`src/rtl/fsm_control_param_pkg.sv`:
```
// Shared definitions for the flow-control FSM: one-hot state codes and
// the default FIFO ordering used by the threshold and flag vectors.
package fsm_control_param_pkg;

  localparam int STATE_W = 5;

  localparam logic [STATE_W-1:0] ST_RESET  = 5'b00001;
  localparam logic [STATE_W-1:0] ST_INIT   = 5'b00010;
  localparam logic [STATE_W-1:0] ST_IDLE   = 5'b00100;
  localparam logic [STATE_W-1:0] ST_ACTIVE = 5'b01000;
  localparam logic [STATE_W-1:0] ST_ERROR  = 5'b10000;

  typedef enum logic [STATE_W-1:0] {
    S_RESET  = ST_RESET,
    S_INIT   = ST_INIT,
    S_IDLE   = ST_IDLE,
    S_ACTIVE = ST_ACTIVE,
    S_ERROR  = ST_ERROR
  } state_t;

  // Default FIFO positions within every per-FIFO vector
  localparam int FIFO_MF  = 0;
  localparam int FIFO_VC0 = 1;
  localparam int FIFO_VC1 = 2;
  localparam int FIFO_D0  = 3;
  localparam int FIFO_D1  = 4;

  localparam int DEF_NUM_FIFOS = 5;
  localparam int DEF_TH_W      = 4;

endpackage

```
`src/rtl/fsm_cfg_reg.sv`:
```
// Threshold holding register: loads while enabled, clears synchronously
// when clr_n is low, otherwise keeps its value.
module fsm_cfg_reg
  import fsm_control_param_pkg::*;
#(
  parameter int W = DEF_NUM_FIFOS * DEF_TH_W
) (
  input  logic         clk,
  input  logic         clr_n,
  input  logic         load,
  input  logic [W-1:0] d,
  output logic [W-1:0] q
);

  always_ff @(posedge clk) begin
    if (!clr_n) begin
      q <= '0;
    end else if (load) begin
      q <= d;
    end
  end

endmodule

```
`src/rtl/fsm_control_param.sv`:
```
// Control FSM for the flow-controlled FIFO datapath: captures thresholds
// during INIT, tracks IDLE/ACTIVE from empty flags, and latches a sticky ERROR.
module fsm_control_param
  import fsm_control_param_pkg::*;
#(
  parameter int NUM_FIFOS = DEF_NUM_FIFOS,
  parameter int TH_W      = DEF_TH_W
) (
  input  logic                      clk,
  input  logic                      reset,
  input  logic                      init,
  input  logic [NUM_FIFOS*TH_W-1:0] umbral_in,
  input  logic [NUM_FIFOS-1:0]      err_mask,
  input  logic [NUM_FIFOS-1:0]      fifo_error,
  input  logic [NUM_FIFOS-1:0]      fifo_empty,
  output logic [NUM_FIFOS*TH_W-1:0] umbrales_out,
  output logic [STATE_W-1:0]        state_out,
  output logic                      idle_out,
  output logic                      active_out,
  output logic                      error_out,
  output logic [NUM_FIFOS-1:0]      error_src
);

  state_t                 state_reg;
  state_t                 state_next;
  logic [NUM_FIFOS-1:0]   err_masked;
  logic                   err_hit;
  logic                   all_empty;
  logic                   cfg_clr_n;
  logic                   cfg_load;

  assign err_masked = fifo_error & ~err_mask;
  assign err_hit    = |err_masked;
  assign all_empty  = &fifo_empty;

  // Priority: reset > err_hit > init > empty-based moves; ERROR only leaves on reset
  always_comb begin
    state_next = S_RESET;
    if (reset) begin
      case (state_reg)
        S_RESET:  state_next = S_INIT;
        S_INIT: begin
          if (err_hit)   state_next = S_ERROR;
          else if (init) state_next = S_INIT;
          else           state_next = S_IDLE;
        end
        S_IDLE, S_ACTIVE: begin
          if (err_hit)        state_next = S_ERROR;
          else if (init)      state_next = S_INIT;
          else if (all_empty) state_next = S_IDLE;
          else                state_next = S_ACTIVE;
        end
        S_ERROR:  state_next = S_ERROR;
        default:  state_next = S_RESET;
      endcase
    end
  end

  always_ff @(posedge clk) begin
    if (!reset) begin
      state_reg  <= S_RESET;
      state_out  <= ST_RESET;
      idle_out   <= 1'b0;
      active_out <= 1'b0;
      error_out  <= 1'b0;
      error_src  <= '0;
    end else begin
      state_reg  <= state_next;
      state_out  <= state_next;
      idle_out   <= (state_next == S_IDLE);
      active_out <= (state_next == S_ACTIVE);
      error_out  <= (state_next == S_ERROR);
      // Capture only on the entering edge so later errors cannot overwrite the source
      if (state_next == S_RESET) begin
        error_src <= '0;
      end else if (state_next == S_ERROR && state_reg != S_ERROR) begin
        error_src <= err_masked;
      end
    end
  end

  // Thresholds track umbral_in while in INIT and are wiped whenever RESET is entered
  assign cfg_load  = (state_reg == S_INIT);
  assign cfg_clr_n = (state_next != S_RESET);

  fsm_cfg_reg #(
    .W (NUM_FIFOS * TH_W)
  ) u_cfg_reg (
    .clk   (clk),
    .clr_n (cfg_clr_n),
    .load  (cfg_load),
    .d     (umbral_in),
    .q     (umbrales_out)
  );

endmodule
```
`config.mk`:
```
export PLATFORM = sky130hd
export DESIGN_NAME = fsm_control_param
export DESIGN_NICKNAME = d
export VERILOG_FILES = /design/src/rtl/fsm_control_param_pkg.sv /design/src/rtl/fsm_cfg_reg.sv /design/src/rtl/fsm_control_param.sv
export SDC_FILE = /design/constraint.sdc
export NUM_CORES = 1
export LEC_CHECK = 0
export CAP_MARGIN = 20
export CORE_AREA = 8 8 77 79
export CTS_CLUSTER_DIAMETER = 120
export DETAILED_ROUTE_END_ITERATION = 10
export DIE_AREA = 0 0 85 87
export SYNTH_ARGS = -nofsm -noshare
export SYNTH_HDL_FRONTEND = slang
export SYNTH_SLANG_ARGS = --single-unit
```
`constraint.sdc`:
```
create_clock -name clk -period 1.7 [get_ports clk]
set_clock_uncertainty 0.15 [all_clocks]
set_input_delay 0.34 -clock clk [delete_from_list [all_inputs] [get_ports clk]]
set_output_delay 0.34 -clock clk [all_outputs]
set_load 0.01 [all_outputs]
```
==> results of run 1 <==
layout make-up:
cell class | count | area [um2] | area share (%)
repair buffers | 90 | 865 | 36.0
multi-input cells | 114 | 699 | 29.1
flip-flops and latches | 33 | 666 | 27.7
clock buffers | 7 | 96.3 | 4.01
well taps | 56 | 70.1 | 2.92
clock inverters | 1 | 5.00 | 0.208
routing by layer:
metal / track usage [%] / up-vias
met1: 12.2 / 604
li1: - / 698
met2: 17.6 / 41
met4: 4.37 / 0
met5: 0 / -
met3: 4.91 / 4
stage by stage:
| step | setup TNS, ps | cell area [um2] | utilization [%] | instances | total power, W |
|---|---|---|---|---|---|
| after floorplan | 0 | 1380 | - | 154 | 0.00109 |
| after global placement | -4370 | 2260 | 46.6 | 292 | 0.00134 |
| after detailed placement | -4570 | 2260 | 46.6 | 292 | 0.00134 |
| after CTS | 0 | 2380 | 49.0 | 301 | 0.00200 |
| after global routing | 0 | 2400 | 49.5 | 301 | 0.00209 |
| final | 0 | 2400 | 49.5 | 301 | 0.00198 |
worst register-to-register path: cells and delay by family (launching register included):
kind	cells	cell delay, ps
AOI/OAI and AO/OA	2	520
xor gates and xnor gates	1	250
buffers and inverters	1	130
DFF	1	330
and+or+nand+nor	1	90
power by group through the flow:
stage	sequential, W	clock, W	combinational (W)
2_1_floorplan	0.000863	0	0.000227
3_3_place_gp	0.000843	0	0.000492
3_5_place_dp	0.000844	0	0.000491
4_1_cts	0.000830	0.000666	0.000508
5_1_grt	0.000833	0.000699	0.000555
6_report	0.000829	0.000642	0.000511
worst max path at each step:
stage                         startpoint  cells past startpoint  slack (ps)         endpoint
after floorplan             state_reg[0]                      6         150  u_cfg_reg.q[10]
after global placement     fifo_error[1]                      6        -260     error_src[2]
after detailed placement   fifo_error[1]                      6        -300     error_src[2]
after CTS                  fifo_error[1]                      6           5     error_src[2]
after global routing      u_cfg_reg.q[7]                      1           3  umbrales_out[7]
final                     u_cfg_reg.q[6]                      1          40  umbrales_out[6]
cell families (layout without fill, tap and decap cells):
family / count (synthesis) / count (layout)
AND/OR/NAND/NOR: 76 / 76
AO/OA/AOI/OAI: 34 / 35
flip-flops: 33 / 33
buffers and inverters: 8 / 98
XOR/XNOR: 3 / 3
cells in the mapped netlist, types with 3 or more instances:
| cell | instances |
|---|---|
| nand2_1 | 48 |
| dfxtp_1 | 33 |
| a21oi_2 | 19 |
| nand3_1 | 7 |
| clkbuf_1 | 5 |
| nor2b_1 | 4 |
| o21ai_1 | 4 |
| a21oi_1 | 3 |
| buf_6 | 3 |
| nor2_1 | 3 |
| nor3_1 | 3 |
what timing repair did:
action | 4_1_cts | 5_1_grt
endpoints found under the setup margin | 26 | 11
pin swaps | 1 | 0
gates cloned | 1 | 0
gates resized for setup | 10 | 8
==> run summary, run 1 <==
========================================================================================================
Run status                                                                                  finished clean
Total internal power                                                                           0.00144 W
Fraction of layout instances using a drive strength above 1                                        24.9%
Iter 0 DRT Violations                                                                                 62
Critical Path Max Stage Delay                                                                     550 ps
Root Driver                                                                                     clkbuf_8
Overall fraction of global-route tracks in use                                                     10.9%
Max-Slew Margin vs Limit                                                                           66.9%
Synthesized-area fraction occupied by ao, oa, aoi and oai cells                                    20.1%
Fraction of registers with async set or reset after synthesis                                         0%
Capturing point of the worst reg2reg path                                                   u_cfg_reg.q[1]
Max IR drop VDD                                                                                   341 uV
Number of standard cells after synthesis                                                             154
P&R area growth vs syn                                                                             74.1%
Portion of total power attributed to sequential cells                                              41.8%
Number of buffers inserted during clock tree synthesis                                                 5
Clk pwr share                                                                                      32.4%
Count of warnings emitted by yosys                                                                     0
TritonCTS clock tree                                                                                done
1st-pass router iterations                                                                             4
Biggest fanout along the worst timing path                                                             2
Origin of the critical flop-to-flop path                                                    state_reg[0]
Worst slack on hold paths                                                                         299 ps
Worst skew pair latency                                                                           280 ps
Final wirelength                                                                                 3980 um
Hold violation count in the final report                                                               0
Worst Slack Setup Final                                                                          43.5 ps
Standard-cell row count                                                                               26
Synthesized-area fraction occupied by adder cells                                                     0%
Cell type contributing the most total cell area after synthesis                                  dfxtp_1
Max clock buf depth                                                                                    2
Worst Hold Class                                                                                 reg2reg
Routed wirelength normalized by instance count                                                   13.2 um
Buf/Inv on CP                                                                                          1
Min-Delay Startpoint                                                                        error_src[0]
Overall die area                                                                             0.00740 mm2
Sequential element share of the synthesized area                                                   47.9%
Count of final setup violators                                                                         0
Top-level I/O count                                                                                   71
Cell area after synthesis                                                                    0.00138 mm2
WHS Path Cells                                                                                         2
Syn_nets                                                                                             192
Reported max-cap violation count                                                                       0
Hold-fix buffer count after cts                                                                        0
Met1 wire length                                                                                 1680 um
Average size of a mapped cell                                                                   8.95 um2
Reg-to-reg setup timing slack                                                                      90 ps
Post-synthesis simple-gate area fraction                                                           26.2%
Sum of overflow across all layers after global routing                                                 0
Pin count of the biggest net entering global routing                                                  21
Top post-synthesis cells by area                                                            dfxtp_1 48%, nand2_1 13%, a21oi_2 12%
First-pass GRT wire length                                                                       6420 um
Vias after detailed routing                                                                         1347
Total number of clock tree sinks                                                                      33
Main synth FF type                                                                               dfxtp_1
Initial core utilization                                                                           28.4%
EDFF count, synth                                                                                      0
Met3 wire len                                                                                     329 um
Number of I/O port buffers                                                                            70
Setup repair after global routing missed its margin                                                false
DP Wirelength                                                                                    2890 um
Worst Hold Path EP                                                                          error_src[0]
Synth Area in XOR/XNOR                                                                             1.91%
DRC                                                                                                    0
Net count of the finished layout                                                                     282
Critical path's slowest cell                                                                clkdlybuf4s50_1
Top layer used by detailed routing                                                                  met4
Share of the clock period used by the worst path                                                   97.4%
Highest-count cells in the layout ignoring fill and taps                                    62 x clkdlybuf4s50_1, 48 x nand2_1, 29 x dfxtp_1
Distinct cells, synth                                                                                 28
Placer's final routability congestion estimate                                                     0.709
Mean number of vias per cell                                                                        4.48
Setup Buffers After CTS                                                                                0
Length of routed met2 wiring                                                                     1920 um
Total core area                                                                              0.00485 mm2
Post-CTS clock slew at the launch and capture registers of the worst setup and hold paths          70 ps
Register bit count reported by yosys                                                                  33
Number of flip-flops in the largest register                                                          20
Combinational family with the most area after synthesis                                     simple AND/OR/NAND/NOR gates
Final max-slew violation count                                                                         0
Highest clock rate                                                                               604 MHz
Cell Chain, Critical Path                                                                   clkdlybuf4s50_1
Switching share of power                                                                           27.5%
Critical path data required time                                                                 1210 ps
Vertical die dimension                                                                             87 um
Antenna violations before repair                                                                       0
Crit-path leading delay family                                                              buffers and inverters
Clock period minus final worst setup slack                                                       1660 ps
Top-area cell type share of the netlist area                                                       47.9%
R2R depth                                                                                              5
Power density relative to cell area                                                           825 mW/mm2
Critical path launch point type                                                                flip-flop
X dimension of the die                                                                             85 um
CP Capture Type                                                                              output port
Slew at the pin closest to its max-slew limit                                                     495 ps
Data arrival time at the worst-slack endpoint                                                    1170 ps
WS Path Type                                                                                     reg2out
Placement Setup Slack                                                                            -295 ps
Post-detailed-route count of antenna-violating nets                                                    0
Vias in the first global route                                                                      1363
Most common cell after layout, fill and taps aside                                          clkdlybuf4s50_1
FILL cells                                                                                           485
Post-synthesis mux area share                                                                         0%
Antenna diodes                                                                                         0
CTS HTree Levels                                                                                       2
Leakage component of the power                                                                  0.895 nW
Combinational share of power                                                                       25.8%
NetSw                                                                                         0.000546 W
========================================================================================================
Power figures use the tool's default switching activity.
==> run 2: changes to the inputs <==
CELL_PAD_IN_SITES_DETAIL_PLACEMENT = 0   (was not set)
CELL_PAD_IN_SITES_GLOBAL_PLACEMENT = 2   (was not set)
CORE_AREA = 8 8 91 93   (was 8 8 77 79)
DIE_AREA = 0 0 99 101   (was 0 0 85 87)
MAX_ROUTING_LAYER = met4   (was not set)
PLACE_DENSITY_LB_ADDON = 0.1   (was not set)
TNS_END_PERCENT = 10   (was not set)
==> run 2 against run 1 <==
Global-route usage shrank 1.4 points. Highest routed layer unchanged. Fmax down 0.49%. Die area grew 35%.
==> run summary, run 2 (same netlist as run 1, synthesis figures left out) <==
========================================================================================================
Critical path launch point type                                                             primary input
Highest clock rate                                                                               601 MHz
Iter 0 DRT Violations                                                                                 24
Post-CTS clock slew at the launch and capture registers of the worst setup and hold paths          70 ps
Total core area                                                                              0.00694 mm2
Hold violation count in the final report                                                               0
Worst Slack Setup Final                                                                          35.3 ps
Critical Path Max Stage Delay                                                                     440 ps
Overall fraction of global-route tracks in use                                                     9.47%
Post-detailed-placement cell area                                                            0.00228 mm2
Most common cell after layout, fill and taps aside                                          clkdlybuf4s50_1
Share of the clock period used by the worst path                                                   97.9%
Vertical die dimension                                                                            101 um
Net count of the finished layout                                                                     281
Leakage component of the power                                                                   1.00 nW
WS Path Type                                                                                      in2reg
Hold-fix buffer count after cts                                                                        0
Reg-to-reg setup timing slack                                                                      90 ps
P&R area growth vs syn                                                                             77.1%
Met1 wire length                                                                                 2020 um
TritonCTS clock tree                                                                                done
Pin count of the biggest net entering global routing                                                  21
Worst skew pair latency                                                                           280 ps
Length of routed met2 wiring                                                                     2250 um
Placer's final routability congestion estimate                                                     0.721
X dimension of the die                                                                             99 um
Overall die area                                                                              0.0100 mm2
Number of buffers inserted during clock tree synthesis                                                 5
CTS HTree Levels                                                                                       2
Root Driver                                                                                     clkbuf_8
CP Capture Type                                                                                flip-flop
Buf/Inv on CP                                                                                          2
Setup repair after global routing missed its margin                                                 true
First-pass GRT wire length                                                                       7310 um
Run status                                                                                  finished clean
Post-layout util                                                                                   35.2%
Final max-slew violation count                                                                         0
Critical path's slowest cell                                                                clkdlybuf4s50_1
Antenna diodes                                                                                         0
Final wirelength                                                                                 4540 um
Post-detailed-route count of antenna-violating nets                                                    0
Setup Buffers After CTS                                                                                0
Vias after detailed routing                                                                         1379
Routed wirelength normalized by instance count                                                   13.9 um
DP Wirelength                                                                                    3350 um
Number of flip-flops in the largest register                                                          20
DRC                                                                                                    0
Number of I/O port buffers                                                                            70
Total number of clock tree sinks                                                                      33
Data arrival time at the worst-slack endpoint                                                    1670 ps
Crit-path leading delay family                                                              buffers and inverters
Antenna violations before repair                                                                       0
Clock period minus final worst setup slack                                                       1660 ps
Critical path data required time                                                                 1700 ps
Worst Hold Class                                                                                 reg2reg
Initial core utilization                                                                           19.9%
Mean number of vias per cell                                                                        4.23
Slew at the pin closest to its max-slew limit                                                     508 ps
Cell Chain, Critical Path                                                                   clkdlybuf4s50_1 -> nor2b_1 -> nor4_4 -> buf_4 -> a31oi_2 -> o22ai_1
Top-level I/O count                                                                                   71
Power density relative to cell area                                                           817 mW/mm2
Vias in the first global route                                                                      1500
Reported max-cap violation count                                                                       0
Count of final setup violators                                                                         0
Sum of overflow across all layers after global routing                                                 0
Max IR drop VDD                                                                                   300 uV
Post-route design area                                                                       0.00244 mm2
1st-pass router iterations                                                                             4
Biggest fanout along the worst timing path                                                             5
Max clock buf depth                                                                                    2
Placement Setup Slack                                                                            -284 ps
Highest-count cells in the layout ignoring fill and taps                                    57 x clkdlybuf4s50_1, 48 x nand2_1, 28 x dfxtp_1
Met3 wire len                                                                                     250 um
Max-Slew Margin vs Limit                                                                           66.0%
Fraction of layout instances using a drive strength above 1                                        25.0%
Top layer used by detailed routing                                                                  met4
Standard-cell row count                                                                               31
Design Power                                                                                   0.00200 W
========================================================================================================
[run 2: what timing repair did]
item,in CTS,in global routing
endpoints found under the hold margin,0,0
pin swaps,1,3
cloned,1,0
setup endpoints to repair,26,23
resized for setup,10,14
[run 2: layer usage]
layer,vias to the layer above,track usage (%)
met3,2,3.04
met1,639,10.6
met5,-,-
met4,0,2.83
li1,697,-
met2,41,15.9
[run 2: worst min-delay path: stages (launching register included)]
cell and delay (ps):
dfxtp_1 310, nand2_1 50, o21ai_1 50
[run 2: final cells by class]
class	count	area, um2
fillers	723	4500
well taps	82	103
clock inverters	1	5.00
repair buffers	89	873
flip-flops and latches	33	669
multi-input cells	114	696
clock buffers	7	96.3
[run 2: stage by stage]
step,setup TNS (ps),hold slack [ps],instances
2_1_floorplan,0,323,154
3_3_place_gp,-4870,292,317
3_5_place_dp,-5340,300,317
4_1_cts,-166,309,326
5_1_grt,-202,321,326
6_report,0,302,326
[run 2: worst paths after layout]
kind | end | start | depth (start not counted)
hold reg to reg | error_src[4] | error_src[4] | 2
setup / recovery | error_src[2] | fifo_error[1] | 6
hold / removal | error_src[4] | error_src[4] | 2
setup reg to reg | state_reg[4] | state_reg[1] | 5
[run 2: where the power goes]
part | switching, W | internal (W) | leakage, nW | total, W
sequential | 0.0000251 | 0.000807 | 0.269 | 0.000832
clock | 0.000281 | 0.000366 | 0.0542 | 0.000647
combinational | 0.000250 | 0.000266 | 0.677 | 0.000516
==> run 3: changes to the inputs <==
CORE_AREA = 2 2 83 85   (was 8 8 91 93)
DIE_AREA = 0 0 85 87   (was 0 0 99 101)
HOLD_SLACK_MARGIN = 0.08   (was not set)
SYNTH_HIERARCHICAL = 1   (was not set)
==> run 3 against run 2 <==
Largest power group unchanged. The run now ends with setup timing left. Flip-flop and latch count unchanged. Fmax decreased by 2.2%. Largest cell class unchanged. Synthesized area is 4.4% higher. Register-to-register slack worse by 80 ps. Final area increased by 1.7%. Core utilization increased by 2.6 points. Sequential power grew 2.8%. Critical path depth is the same. Combinational power rose by 30%.
==> run summary, run 3 <==
========================================================================================================
Max IR drop VDD                                                                                   342 uV
Main synth FF type                                                                               dfxtp_1
Overall die area                                                                             0.00740 mm2
FILL cells                                                                                           673
Sequential element share of the synthesized area                                                   45.9%
First-pass GRT wire length                                                                       6350 um
Design Power                                                                                   0.00209 W
X dimension of the die                                                                             85 um
Max clock buf depth                                                                                    2
Clock period minus final worst setup slack                                                       1700 ps
Setup repair after global routing missed its margin                                                 true
Iter 0 DRT Violations                                                                                 42
Highest-count cells in the layout ignoring fill and taps                                    51 x clkdlybuf4s50_1, 28 x dfxtp_1, 21 x nor2b_1
Top post-synthesis cells by area                                                            dfxtp_1 46%, mux2i_1 14%, nor2b_1 10%
Violations in the final reports                                                             setup timing
Mean number of vias per cell                                                                        4.28
Leakage component of the power                                                                   1.09 nW
DRC                                                                                                    0
Post-detailed-route count of antenna-violating nets                                                    0
Run status                                                                                  finished with violations
Share of the clock period used by the worst path                                                    100%
Number of standard cells after synthesis                                                             140
Highest clock rate                                                                               587 MHz
Antenna diodes                                                                                         0
Biggest fanout along the worst timing path                                                             7
Combinational share of power                                                                       32.0%
Cell type contributing the most total cell area after synthesis                                  dfxtp_1
Worst Hold Class                                                                                 reg2reg
DP Wirelength                                                                                    2890 um
Data arrival time at the worst-slack endpoint                                                    1720 ps
Hold violation count in the final report                                                               0
Vias after detailed routing                                                                         1304
Clk pwr share                                                                                      27.0%
Most common cell after layout, fill and taps aside                                          clkdlybuf4s50_1
Pin count of the biggest net entering global routing                                                  12
Syn_nets                                                                                             178
CP Capture Type                                                                                flip-flop
TritonCTS clock tree                                                                                done
Aggregate negative setup slack                                                                  -2.65 ps
Antenna violations before repair                                                                       0
Net count of the finished layout                                                                     262
Post-CTS clock slew at the launch and capture registers of the worst setup and hold paths          70 ps
Hold-fix buffer count after cts                                                                        0
Number of I/O port buffers                                                                            70
Worst slack on hold paths                                                                         310 ps
Worst Slack Setup Final                                                                         -2.65 ps
Leading cell type by number of instances after synthesis                                         dfxtp_1
Total number of clock tree sinks                                                                      33
Number of buffers inserted during clock tree synthesis                                                 5
Reported max-cap violation count                                                                       0
Sequential standard cell area                                                                    672 um2
Count of warnings emitted by yosys                                                                     6
Final wirelength                                                                                 4000 um
Fraction of layout instances using a drive strength above 1                                        17.3%
Switching share of power                                                                           28.9%
Cell area after synthesis                                                                    0.00144 mm2
Count of final setup violators                                                                         1
Average size of a mapped cell                                                                   10.3 um2
Footprint of the multi-input gates                                                               746 um2
NetSw                                                                                         0.000605 W
Overall fraction of global-route tracks in use                                                     11.4%
Number of flip-flops in the largest register                                                          20
Fraction of registers with async set or reset after synthesis                                         0%
CTS HTree Levels                                                                                       2
Standard-cell row count                                                                               30
Critical path launch point type                                                             primary input
Initial core utilization                                                                           21.9%
Post-layout util                                                                                   37.8%
Slew at the pin closest to its max-slew limit                                                     386 ps
Top-area cell type share of the netlist area                                                       45.9%
EDFF count, synth                                                                                      0
Commonest cells in the synthesized netlist                                                  33 x dfxtp_1, 24 x nor2b_1, 20 x mux2i_1
Vertical die dimension                                                                             87 um
Total core area                                                                              0.00657 mm2
Critical path data required time                                                                 1710 ps
Power density relative to cell area                                                           842 mW/mm2
Register bit count reported by yosys                                                                  33
Worst skew pair latency                                                                           280 ps
Top-level I/O count                                                                                   71
Distinct cells, synth                                                                                 33
Routed wirelength normalized by instance count                                                   13.1 um
P&R area growth vs syn                                                                             72.6%
Max-Slew Margin vs Limit                                                                           74.0%
Vias in the first global route                                                                      1311
Placer's final routability congestion estimate                                                     0.739
Sum of overflow across all layers after global routing                                                 0
Root Driver                                                                                     clkbuf_8
WS Path Type                                                                                      in2reg
1st-pass router iterations                                                                             4
Final max-slew violation count                                                                         0
Portion of total power attributed to sequential cells                                              40.9%
Total internal power                                                                           0.00149 W
========================================================================================================
## run 3: cell type report
class	instances	area share (%)
clock inverter	2	0.403
clock buffer	6	2.92
timing repair inverter	3	0.907
inverter	1	0.302
timing repair buffer	82	34.4
tap	80	4.03
sequential	33	27.1
multi-input combinational	98	30.0
## run 3: final timing paths
check                 endpoint          from  cells past startpoint  slack (ps)
hold / removal    error_src[2]  error_src[2]                      2         310
hold reg to reg   error_src[2]  error_src[2]                      2         310
setup / recovery  state_reg[2]         reset                      6          -3
setup reg to reg  state_reg[2]  state_reg[0]                      5          10
## run 3: timing repair
action | CTS | global route
hold endpoints to repair | 0 | 0
gates cloned | 3 | 0
buffers inserted | 1 | 0
gates resized for setup | 18 | 20
setup endpoints to repair | 25 | 41
pin swaps | 2 | 3
## run 3: kinds of logic after synthesis
| kind of cell | synth area share (%) |
|---|---|
| compound gates | 8.70 |
| xor+xnor | 1.83 |
| buf+inv | 4.52 |
| flops | 45.9 |
| mux | 13.9 |
| simple gates | 25.1 |
## run 3: power groups by stage
stage	Combinational, W	Sequential, W	Clock [W]
after floorplan	0.000299	0.000886	0
final	0.000670	0.000855	0.000565
after global routing	0.000719	0.000862	0.000638
after CTS	0.000661	0.000856	0.000596
after global placement	0.000588	0.000870	0
after detailed placement	0.000592	0.000869	0
## run 3: critical path, cell delays in order
cell           delay [ps]
dlygate4sd2_1         270
nor4bb_1              380
o21a_1                230
nor2_4                 60
buf_12                140
nor4_1                310
## run 3: through the flow
step | worst slack (ps) | instance area, um2 | cells
finish | -2.65 | 2480 | 305
global route | -16.3 | 2480 | 305
CTS | 4.79 | 2430 | 305
detailed placement | -607 | 2290 | 293
global placement | -464 | 2290 | 293
floorplan | 27.9 | 1440 | 140
## run 3: per-layer routing
| metal | GRT usage (%) | wire length (um) | up-vias | part of all wire [%] |
|---|---|---|---|---|
| met5 | - | 0 | - | 0 |
| met4 | 4.76 | 63 | 0 | 1.6 |
| met2 | 16.8 | 1830 | 42 | 46 |
| li1 | - | - | 658 | - |
| met1 | 14.0 | 1800 | 598 | 45 |
| met3 | 4.36 | 308 | 6 | 7.7 |
